==> src/rtl/rgmii_rx_frame_ctrl.sv <==
// Frame-level sequencer behind rgmii_rx: tracks the Ethernet header, filters by EtherType and
// forwards payload bytes. Define RX_MAC_FILTER_EN to also filter on destination MAC.
module rgmii_rx_frame_ctrl #(
  parameter logic [15:0] ETHERTYPE       = 16'h0800,
  parameter int unsigned MAX_FRAME_BYTES = 1518,
  parameter int unsigned CNT_W           = 32
) (
  input  logic             rxClk,
  input  logic             rstRxLcl,
  input  logic             enIn,
  input  logic [47:0]      macAddrIn,
  input  logic [7:0]       rxDataIn,
  input  logic             rxDataValidIn,
  input  logic             rxDataLastIn,
  output logic [7:0]       pldDataOut,
  output logic             pldValidOut,
  output logic             pldLastOut,
  output logic             pldErrOut,
  output logic [15:0]      etherTypeOut,
  output logic             etherTypeValidOut,
  output logic [CNT_W-1:0] frameCntOut,
  output logic [CNT_W-1:0] dropCntOut,
  output logic             busyOut
);

  localparam int unsigned BCW = $clog2(MAX_FRAME_BYTES + 1);
  localparam logic [BCW-1:0] LastIdx = BCW'(MAX_FRAME_BYTES - 1);

  localparam logic [2:0] StSync    = 3'd0;
  localparam logic [2:0] StIdle    = 3'd1;
  localparam logic [2:0] StHdr     = 3'd2;
  localparam logic [2:0] StPayload = 3'd3;
  localparam logic [2:0] StDrop    = 3'd4;

  logic [2:0]     state_q, state_d;
  logic [BCW-1:0] byte_cnt_q, byte_cnt_d;
  logic [7:0]     etype_hi_q, etype_hi_d;
  logic           frame_inc, drop_inc, etype_load;
  logic           pld_valid_d, pld_last_d, pld_err_d;
  logic           mac_ok;

`ifdef RX_MAC_FILTER_EN
  logic [47:0] mac_q;
  logic        uc_match_q, bc_match_q;
  logic [7:0]  mac_byte;

  always_comb begin
    mac_byte = 8'h00;
    for (int i = 1; i < 6; i++) begin
      if (byte_cnt_q == BCW'(i)) mac_byte = mac_q[47-8*i -: 8];
    end
  end

  // Station address is latched at frame start so mid-frame changes cannot affect the verdict.
  always_ff @(posedge rxClk or negedge rstRxLcl) begin
    if (!rstRxLcl) begin
      mac_q      <= '0;
      uc_match_q <= 1'b0;
      bc_match_q <= 1'b0;
    end else if (rxDataValidIn && state_q == StIdle) begin
      mac_q      <= macAddrIn;
      uc_match_q <= (rxDataIn == macAddrIn[47:40]);
      bc_match_q <= (rxDataIn == 8'hFF);
    end else if (rxDataValidIn && state_q == StHdr && byte_cnt_q < BCW'(6)) begin
      uc_match_q <= uc_match_q & (rxDataIn == mac_byte);
      bc_match_q <= bc_match_q & (rxDataIn == 8'hFF);
    end
  end

  assign mac_ok = uc_match_q | bc_match_q;
`else
  logic unused_mac;
  assign unused_mac = ^macAddrIn;
  assign mac_ok     = 1'b1;
`endif

  always_comb begin
    state_d     = state_q;
    byte_cnt_d  = byte_cnt_q;
    etype_hi_d  = etype_hi_q;
    frame_inc   = 1'b0;
    drop_inc    = 1'b0;
    etype_load  = 1'b0;
    pld_valid_d = 1'b0;
    pld_last_d  = 1'b0;
    pld_err_d   = 1'b0;
    case (state_q)
      StSync: begin
        if (!rxDataValidIn) state_d = StIdle;
      end
      StIdle: begin
        if (rxDataValidIn) begin
          byte_cnt_d = BCW'(1);
          if (rxDataLastIn) begin
            drop_inc = 1'b1;
            state_d  = StSync;
          end else if (!enIn) begin
            drop_inc = 1'b1;
            state_d  = StDrop;
          end else begin
            state_d = StHdr;
          end
        end
      end
      StHdr: begin
        if (rxDataValidIn) begin
          byte_cnt_d = byte_cnt_q + BCW'(1);
          if (byte_cnt_q == BCW'(12)) etype_hi_d = rxDataIn;
          if (rxDataLastIn) begin
            drop_inc = 1'b1;
            state_d  = StSync;
          end else if (byte_cnt_q == BCW'(13)) begin
            if ({etype_hi_q, rxDataIn} == ETHERTYPE && mac_ok) begin
              etype_load = 1'b1;
              state_d    = StPayload;
            end else begin
              drop_inc = 1'b1;
              state_d  = StDrop;
            end
          end
        end
      end
      StPayload: begin
        if (rxDataValidIn) begin
          pld_valid_d = 1'b1;
          byte_cnt_d  = byte_cnt_q + BCW'(1);
          if (rxDataLastIn) begin
            pld_last_d = 1'b1;
            frame_inc  = 1'b1;
            state_d    = StSync;
          end else if (byte_cnt_q == LastIdx) begin
            // Truncation is counted here, so the DROP entry below must not count again.
            pld_last_d = 1'b1;
            pld_err_d  = 1'b1;
            drop_inc   = 1'b1;
            state_d    = StDrop;
          end
        end
      end
      StDrop: begin
        if (rxDataValidIn && rxDataLastIn) state_d = StSync;
      end
      default: state_d = StSync;
    endcase
  end

  always_ff @(posedge rxClk or negedge rstRxLcl) begin
    if (!rstRxLcl) begin
      state_q           <= StSync;
      byte_cnt_q        <= '0;
      etype_hi_q        <= '0;
      pldDataOut        <= '0;
      pldValidOut       <= 1'b0;
      pldLastOut        <= 1'b0;
      pldErrOut         <= 1'b0;
      etherTypeOut      <= '0;
      etherTypeValidOut <= 1'b0;
      frameCntOut       <= '0;
      dropCntOut        <= '0;
    end else begin
      state_q           <= state_d;
      byte_cnt_q        <= byte_cnt_d;
      etype_hi_q        <= etype_hi_d;
      pldValidOut       <= pld_valid_d;
      pldLastOut        <= pld_last_d;
      pldErrOut         <= pld_err_d;
      etherTypeValidOut <= etype_load;
      if (pld_valid_d) pldDataOut <= rxDataIn;
      if (etype_load) etherTypeOut <= {etype_hi_q, rxDataIn};
      if (frame_inc) frameCntOut <= frameCntOut + CNT_W'(1);
      if (drop_inc) dropCntOut <= dropCntOut + CNT_W'(1);
    end
  end

  assign busyOut = (state_q == StHdr) || (state_q == StPayload) || (state_q == StDrop);

endmodule

==> config.mk <==
export PLATFORM = sky130hd
export DESIGN_NAME = rgmii_rx_frame_ctrl
export DESIGN_NICKNAME = d
export VERILOG_FILES = /design/src/rtl/rgmii_rx_frame_ctrl.sv
export SDC_FILE = /design/constraint.sdc
export NUM_CORES = 1
export LEC_CHECK = 0
export ABC_AREA = 1
export CAP_MARGIN = 20
export CORE_ASPECT_RATIO = 1.2
export CORE_MARGIN = 1
export CORE_UTILIZATION = 31
export DETAILED_ROUTE_END_ITERATION = 7
export PLACE_DENSITY = 0.6
export SLEW_MARGIN = 10
export SYNTH_ARGS = -nofsm -noshare
export SYNTH_HDL_FRONTEND = slang
export SYNTH_SLANG_ARGS = --single-unit
export TNS_END_PERCENT = 20
==> constraint.sdc <==
create_clock -name rxClk -period 1.7 [get_ports rxClk]
set_clock_uncertainty 0.2 [all_clocks]
set_input_delay 0.255 -clock rxClk [delete_from_list [all_inputs] [get_ports rxClk]]
set_output_delay 0.255 -clock rxClk [all_outputs]
set_load 0.05 [all_outputs]
## Yosys cells after proc, flatten, opt, wreduce, memory -nomap -nowiden

Index checks and enable logic that the tools add are counted.

- Output and inout bits: 93
- Word-level logic and storage cells: 80
- Bits in registers: 114

- Add/subtract/negate cells: 3
- Mux-type cells: 41
- Equal/unequal tests: 16
- Reduce and logical (&&, ||, !) cells: 9

Operator list:

| cell | number |
|---|---|
| 32-bit by 1-bit adder with 32-bit output, second input constant | 2 |
| 3-bit 2-to-1 mux | 12 |
| 1-bit 2-to-1 mux | 24 |
| 11-bit by 4-bit equality test with 1-bit output, second input constant | 2 |
| 11-bit 2-to-1 mux | 2 |
| 11-bit case mux with 2 select lines | 1 |
| 16-bit by 12-bit equality test with 1-bit output, second input constant | 1 |
| 3-bit case mux with 5 select lines | 1 |
| 11-bit by 1-bit adder with 11-bit output, second input constant | 1 |
| 11-bit equality test, second input constant | 1 |
| 2-bit inequality test, second input constant | 5 |
| 7-bit AND reduction | 1 |
| 3-bit by 2-bit equality test with 1-bit output, second input constant | 2 |
| 3-bit inequality test, second input constant | 2 |
| 3-bit AND reduction | 2 |
| 3-bit by 1-bit equality test with 1-bit output, second input constant | 1 |
| 3-bit equality test, second input constant | 1 |
| 3-bit logical NOT | 1 |
| 1-bit case mux with 3 select lines | 1 |
| 1-bit logical OR | 2 |
| 2-bit by 1-bit inequality test with 1-bit output, second input constant | 1 |
| 2-bit nonzero test | 1 |
| 2-bit OR reduction | 1 |
| 1-bit logical AND | 1 |

## Depth between registers and ports, before layout

- Word-level depth: 6
- Gate-level depth with buffers: 13

## Worst setup path before layout

No wires, ideal clock.

- Kind: reg2out
- Start: register state_q[0]
- End: output port busyOut
- Cell stages (with the launch flop): 4
- Data arrival time: 1749 ps
- Buffers on the path: 0
- Setup slack: -504 ps
- Required time: 1245 ps
- Path through: dfrtp_1 -> nor2_1 -> inv_1 -> o21ai_0

- Cells in the longest elaborated chain, start to end: 3
- Elaborated cells on any way between the ends: 5

Ends and longest elaborated chain:

| item | RTL line | source |
|---|---|---|
| from (decl) | 35 | `logic [2:0] state_q, state_d;` |
| from (signal assigned) | 149 | `state_q <= StSync;` |
| from (signal assigned) | 161 | `state_q <= state_d;` |
| 3-bit by 2-bit equality test with 1-bit output | 175 | `assign busyOut = (state_q == StHdr) \|\| (state_q == StPayload) \|\| (state_q == StDrop);` |
| 1-bit logical OR | 175 |  |
| 1-bit logical OR * | 175 |  |
| to (decl) | 23 | `output logic busyOut` |

Every way passes the cells marked *; elsewhere a longest branch is shown, timed or not.

## Worst setup path in the final report

- Start: register byte_cnt_q[1]
- End: register dropCntOut[13]

- Cells in the longest elaborated chain, start to end: 5
- Elaborated cells on any way between the ends: 9

Ends and longest elaborated chain:

| item | RTL line | source |
|---|---|---|
| from (decl) | 36 | `logic [BCW-1:0] byte_cnt_q, byte_cnt_d;` |
| from (signal assigned) | 162 | `byte_cnt_q <= byte_cnt_d;` |
| 11-bit equality test or 11-bit by 4-bit equality test with 1-bit output (tied branches) | 131, 112 |  |
| 1-bit 2-to-1 mux (on tied branches) | 131, 112 |  |
| 1-bit 2-to-1 mux (on tied branches) | 127, 109 |  |
| 1-bit 2-to-1 mux (on tied branches) | 124, 106 |  |
| 1-bit case mux with 3 select lines * | 87 | `case (state_q)` |
| to (signal assigned) | 171 | `if (drop_inc) dropCntOut <= dropCntOut + CNT_W'(1);` |
| to (decl) | 22 | `output logic [CNT_W-1:0] dropCntOut,` |

Marked as above.
A chain may end at the register's enable or synchronous reset.

==> flow_summary.rst <==
.. list-table::
   :header-rows: 1

   * - Metric
     - Value
   * - Average detailed-routed wire length per instance
     - 13.9 um
   * - Slew of the pin with the lowest slew margin
     - 0.371 ns
   * - Highest clock frequency the design can meet
     - 0.529 GHz
   * - Count of input and output buffers
     - 105
   * - Setup repair after global routing missed its margin
     - yes
   * - Buffer cell driving the clock tree root
     - sky130_fd_sc_hd__clkbuf_16
   * - Sink count of the clock tree
     - 114
   * - Violation count after the first detailed-route iteration
     - 384
   * - Depth of the CTS H-tree
     - 4
   * - Register bit count reported by yosys
     - 114
   * - Post-synthesis async set-or-reset flop share
     - 100%
   * - Initial antenna violation count
     - 0
   * - Number of hold violations in the final report
     - 0
   * - Largest stage delay on the critical path
     - 0.38 ns
   * - Clk Latency, worst-skew pair
     - 0.42 ns
   * - P_leak
     - 0.00526 uW
   * - Leading area contributor after synthesis
     - sky130_fd_sc_hd__dfrtp_1
   * - Final layout net count
     - 1,198
   * - PnR worst setup slack
     - -0.189 ns
   * - Total of endpoints with negative setup slack in the final report
     - 62
   * - Proportion of layout cells with a drive suffix above 1
     - 38.7%
   * - Startpoint of the worst register-to-register path
     - byte_cnt_q[1]$_DFFE_PN0P_
   * - Vias
     - 6,446
   * - VDD IR max
     - 0.740 mV
   * - Count of unique library cells instantiated by Yosys
     - 42
   * - Flip-flop cell with the highest count after synthesis
     - sky130_fd_sc_hd__dfrtp_1
   * - Critical Path AT
     - 1.99 ns
   * - Inst Count DP
     - 1,365
   * - Worst Path Required
     - 1.80 ns
   * - Total Die Area
     - 21,200 sq um
   * - Area overhead of the layout relative to synthesis
     - 71.5%
   * - Number of standard cells in the layout, taps in and fillers out
     - 1,410
   * - Ant. Diodes
     - 0
   * - Headroom to the max-slew limit
     - 75.3%
   * - Slowest cell on the critical path
     - sky130_fd_sc_hd__dfrtp_1
   * - Number of standard cells after synthesis
     - 868
   * - Largest driver fanout on the critical path
     - 13
   * - Type of the setup path with the least slack
     - flop to flop
   * - Dpl ws
     - -0.463 ns
   * - Placeable core region
     - 20,200 sq um
   * - Average vias per placed instance
     - 4.57
   * - Reg2Reg Capture Point
     - dropCntOut[13]$_DFFE_PN0P_
   * - Number of global-route vias before repair
     - 6,378
   * - Tightest Hold Check Type
     - input port to asynchronous set/reset pin
   * - Flop2flop setup slack
     - -0.19 ns
   * - GR Util All Layers
     - 18.7%
   * - Reported max-cap violation count
     - 0
   * - Count of pins over their slew limit
     - 0
   * - Clk pin slew, worst setup/hold paths
     - 0.05 ns
   * - Startpoint Class
     - flop
   * - Yosys synthesis warning count
     - 0
   * - Worst-case reg-to-reg path depth
     - 12
   * - Status
     - finished, violations left
   * - Average cell area after synthesis
     - 7.35 sq um
   * - Initial core utilization
     - 31.6%
   * - Power density of the placed cells
     - 1060 nW/um^2
   * - Post-route cell area
     - 10,900 sq um
   * - Maximum count of clock buffers along a single path
     - 2
   * - Wirelength, routed
     - 19,600 um
   * - Post-synth top area share
     - 44.7%
   * - Violated checks
     - negative setup slack
   * - Global-route wire length before repair
     - 31,200 um
   * - GR Overflow Total
     - 0
   * - Sequential area share after synthesis
     - 44.7%
   * - Residual antenna-violating net count after detailed routing
     - 0
   * - DRC violation count after routing
     - 0
   * - Die H
     - 159 um
   * - First-pass detailed-route iteration total
     - 5
   * - Number of buffers inserted during clock tree synthesis
     - 17
   * - Row cnt
     - 57
   * - Final critical path time including I/O delays and setup
     - 1.89 ns
   * - Nature of the critical path endpoint
     - flop
   * - Combined area of all synthesized cells
     - 6380 sq um
   * - Portion of the clock cycle consumed by the worst path in the final layout
     - 111%
   * - Clock tree from TritonCTS
     - built
   * - Last weighted congestion value of the routability-driven placer
     - 0.907
   * - Post-Synthesis Net Count
     - 934
   * - Number of enable flip-flop cells after synthesis
     - 0
   * - Largest cells by area after synthesis
     - sky130_fd_sc_hd__dfrtp_1, sky130_fd_sc_hd__nand2_1, sky130_fd_sc_hd__nor2_1, sky130_fd_sc_hd__nand3_1, sky130_fd_sc_hd__inv_1
   * - Critical path cell sequence
     - inv_2 > ha_4 > inv_2 > nor2_4 > nand3_2 > nor2_4 > nand3_2 > nand2_4 > nand2_8 > clkbuf_16 > nand3_1 > nand2_1
   * - Detailed placer's ending HPWL
     - 13,900 um
   * - Die X-Extent
     - 133 um
   * - IO Pins
     - 154
   * - Post-place instance area
     - 9790 sq um
   * - Maximum number of pins on one net before global-route repair
     - 67
==> registers in the layout (all words and copies together) (netlist names) <==
name	count
pldDataOut	8
frameCntOut	32
etherTypeValidOut	1
state_q	3
pldErrOut	1
dropCntOut	32
pldValidOut	1
pldLastOut	1
etype_hi_q	8
etherTypeOut	16
byte_cnt_q	11
==> logic make-up after synthesis <==
| family | share of synthesized area (%) |
|---|---|
| flip-flops | 44.7 |
| buffers and inverters | 7.70 |
| XOR/XNOR | 4.80 |
| AO/OA/AOI/OAI | 4.21 |
| AND/OR/NAND/NOR | 37.6 |
| adder cells (fa/ha/maj) | 0.980 |
==> layout by cell type, fill, tap and decap left out, types with 9 or more instances in the layout <==
cell type,n
sky130_fd_sc_hd__nand2_1,280
sky130_fd_sc_hd__buf_4,144
sky130_fd_sc_hd__nor2_1,99
sky130_fd_sc_hd__buf_12,95
sky130_fd_sc_hd__inv_1,87
sky130_fd_sc_hd__dfrtp_1,66
sky130_fd_sc_hd__nand3_1,50
sky130_fd_sc_hd__dfrtp_2,48
sky130_fd_sc_hd__xor2_1,24
sky130_fd_sc_hd__nor2_2,22
sky130_fd_sc_hd__nand3_2,20
sky130_fd_sc_hd__clkbuf_16,20
sky130_fd_sc_hd__nor3_1,18
sky130_fd_sc_hd__nand2_2,17
sky130_fd_sc_hd__o21ai_0,14
sky130_fd_sc_hd__xnor2_1,11
sky130_fd_sc_hd__clkdlybuf4s50_1,11
sky130_fd_sc_hd__nor2_4,10
sky130_fd_sc_hd__nand3b_1,9
sky130_fd_sc_hd__inv_2,9
==> critical path, delay by kind of cell (launching register included) <==
kind | cells | cell delay, ns
buf+inv | 3 | 0.31
fa+ha+maj | 1 | 0.12
simple gates | 8 | 0.75
flops | 1 | 0.38
==> area by class of cell <==
type,instances,area [sq um]
Fill cell,1772,9240
Multi-Input combinational cell,639,3450
Timing Repair Buffer,259,3230
Sequential cell,114,2910
Clock buffer,23,488
Inverter,101,397
Tap cell,265,332
Clock inverter,9,128
==> metrics by stage <==
step / util [%] / TNS [ns] / power (uW) / hold slack [ns]
floorplan: - / -1.40 / 5400 / -0.241
global route: 54.2 / -15.07 / 12100 / 0.225
global placement: 48.5 / -32.43 / 7410 / 0.0694
CTS: 52.6 / -6.54 / 11400 / 0.199
finish: 54.2 / -6.76 / 11600 / 0.186
detailed placement: 48.5 / -33.14 / 7470 / 0.0729
==> power by group <==
group	switching [uW]	internal [uW]	leakage, uW
clock network	1280	2450	0.000295
registers	327	3030	0.00138
logic	2450	2060	0.00359
total	4060	7550	0.00526
==> Yosys cell counts (2+ instances only) <==
master / n
sky130_fd_sc_hd__nor3_1: 21
sky130_fd_sc_hd__nor2_1: 123
sky130_fd_sc_hd__o21bai_1: 2
sky130_fd_sc_hd__nor3_2: 2
sky130_fd_sc_hd__nand3_2: 2
sky130_fd_sc_hd__nor2_4: 2
sky130_fd_sc_hd__buf_2: 4
sky130_fd_sc_hd__nor2_2: 6
sky130_fd_sc_hd__nand2_1: 294
sky130_fd_sc_hd__clkbuf_1: 4
sky130_fd_sc_hd__nand2_2: 5
sky130_fd_sc_hd__nand3b_1: 9
sky130_fd_sc_hd__xor2_1: 24
sky130_fd_sc_hd__inv_1: 91
sky130_fd_sc_hd__dfrtp_1: 114
sky130_fd_sc_hd__inv_2: 7
sky130_fd_sc_hd__ha_1: 5
sky130_fd_sc_hd__o21ai_1: 4
sky130_fd_sc_hd__nand3_1: 71
sky130_fd_sc_hd__o21ai_0: 17
sky130_fd_sc_hd__a21oi_1: 6
sky130_fd_sc_hd__o21a_1: 2
sky130_fd_sc_hd__buf_4: 2
sky130_fd_sc_hd__o21ai_2: 8
sky130_fd_sc_hd__buf_6: 4
sky130_fd_sc_hd__nand4_1: 7
sky130_fd_sc_hd__a31oi_1: 2
sky130_fd_sc_hd__clkinv_2: 2
sky130_fd_sc_hd__nand2_4: 4
sky130_fd_sc_hd__nor3b_1: 2
sky130_fd_sc_hd__xnor2_1: 11
==> how the worst max path moves through the flow <==
stage,slack (ns),to,cells after the start,start
floorplan,-0.09,frameCntOut[27]$_DFFE_PN0P_,9,frameCntOut[24]$_DFFE_PN0P_
global placement,-0.43,dropCntOut[22]$_DFFE_PN0P_,11,rxDataIn[7]
detailed placement,-0.46,dropCntOut[21]$_DFFE_PN0P_,11,rxDataIn[7]
CTS,-0.17,dropCntOut[28]$_DFFE_PN0P_,11,byte_cnt_q[1]$_DFFE_PN0P_
global route,-0.29,dropCntOut[22]$_DFFE_PN0P_,12,byte_cnt_q[1]$_DFFE_PN0P_
finish,-0.19,dropCntOut[13]$_DFFE_PN0P_,12,byte_cnt_q[1]$_DFFE_PN0P_
==> metal layers <==
metal	vias up	part of all wire, %	GRT usage [%]
met5	-	0	0
met4	0	2.2	7.11
met1	3032	40	21.2
li1	3251	-	-
met3	34	3.3	3.31
met2	129	54	34.4
==> repair_timing <==
item                                   CTS  global route
hold buffers                             1             0
resized for setup                       28            66
setup endpoints to repair               73           108
pin swaps                                4            18
gates cloned                             1             4
buffers inserted                         5             3
endpoints found under the hold margin  114             0
No activity file was read; power rests on OpenSTA's default activity.
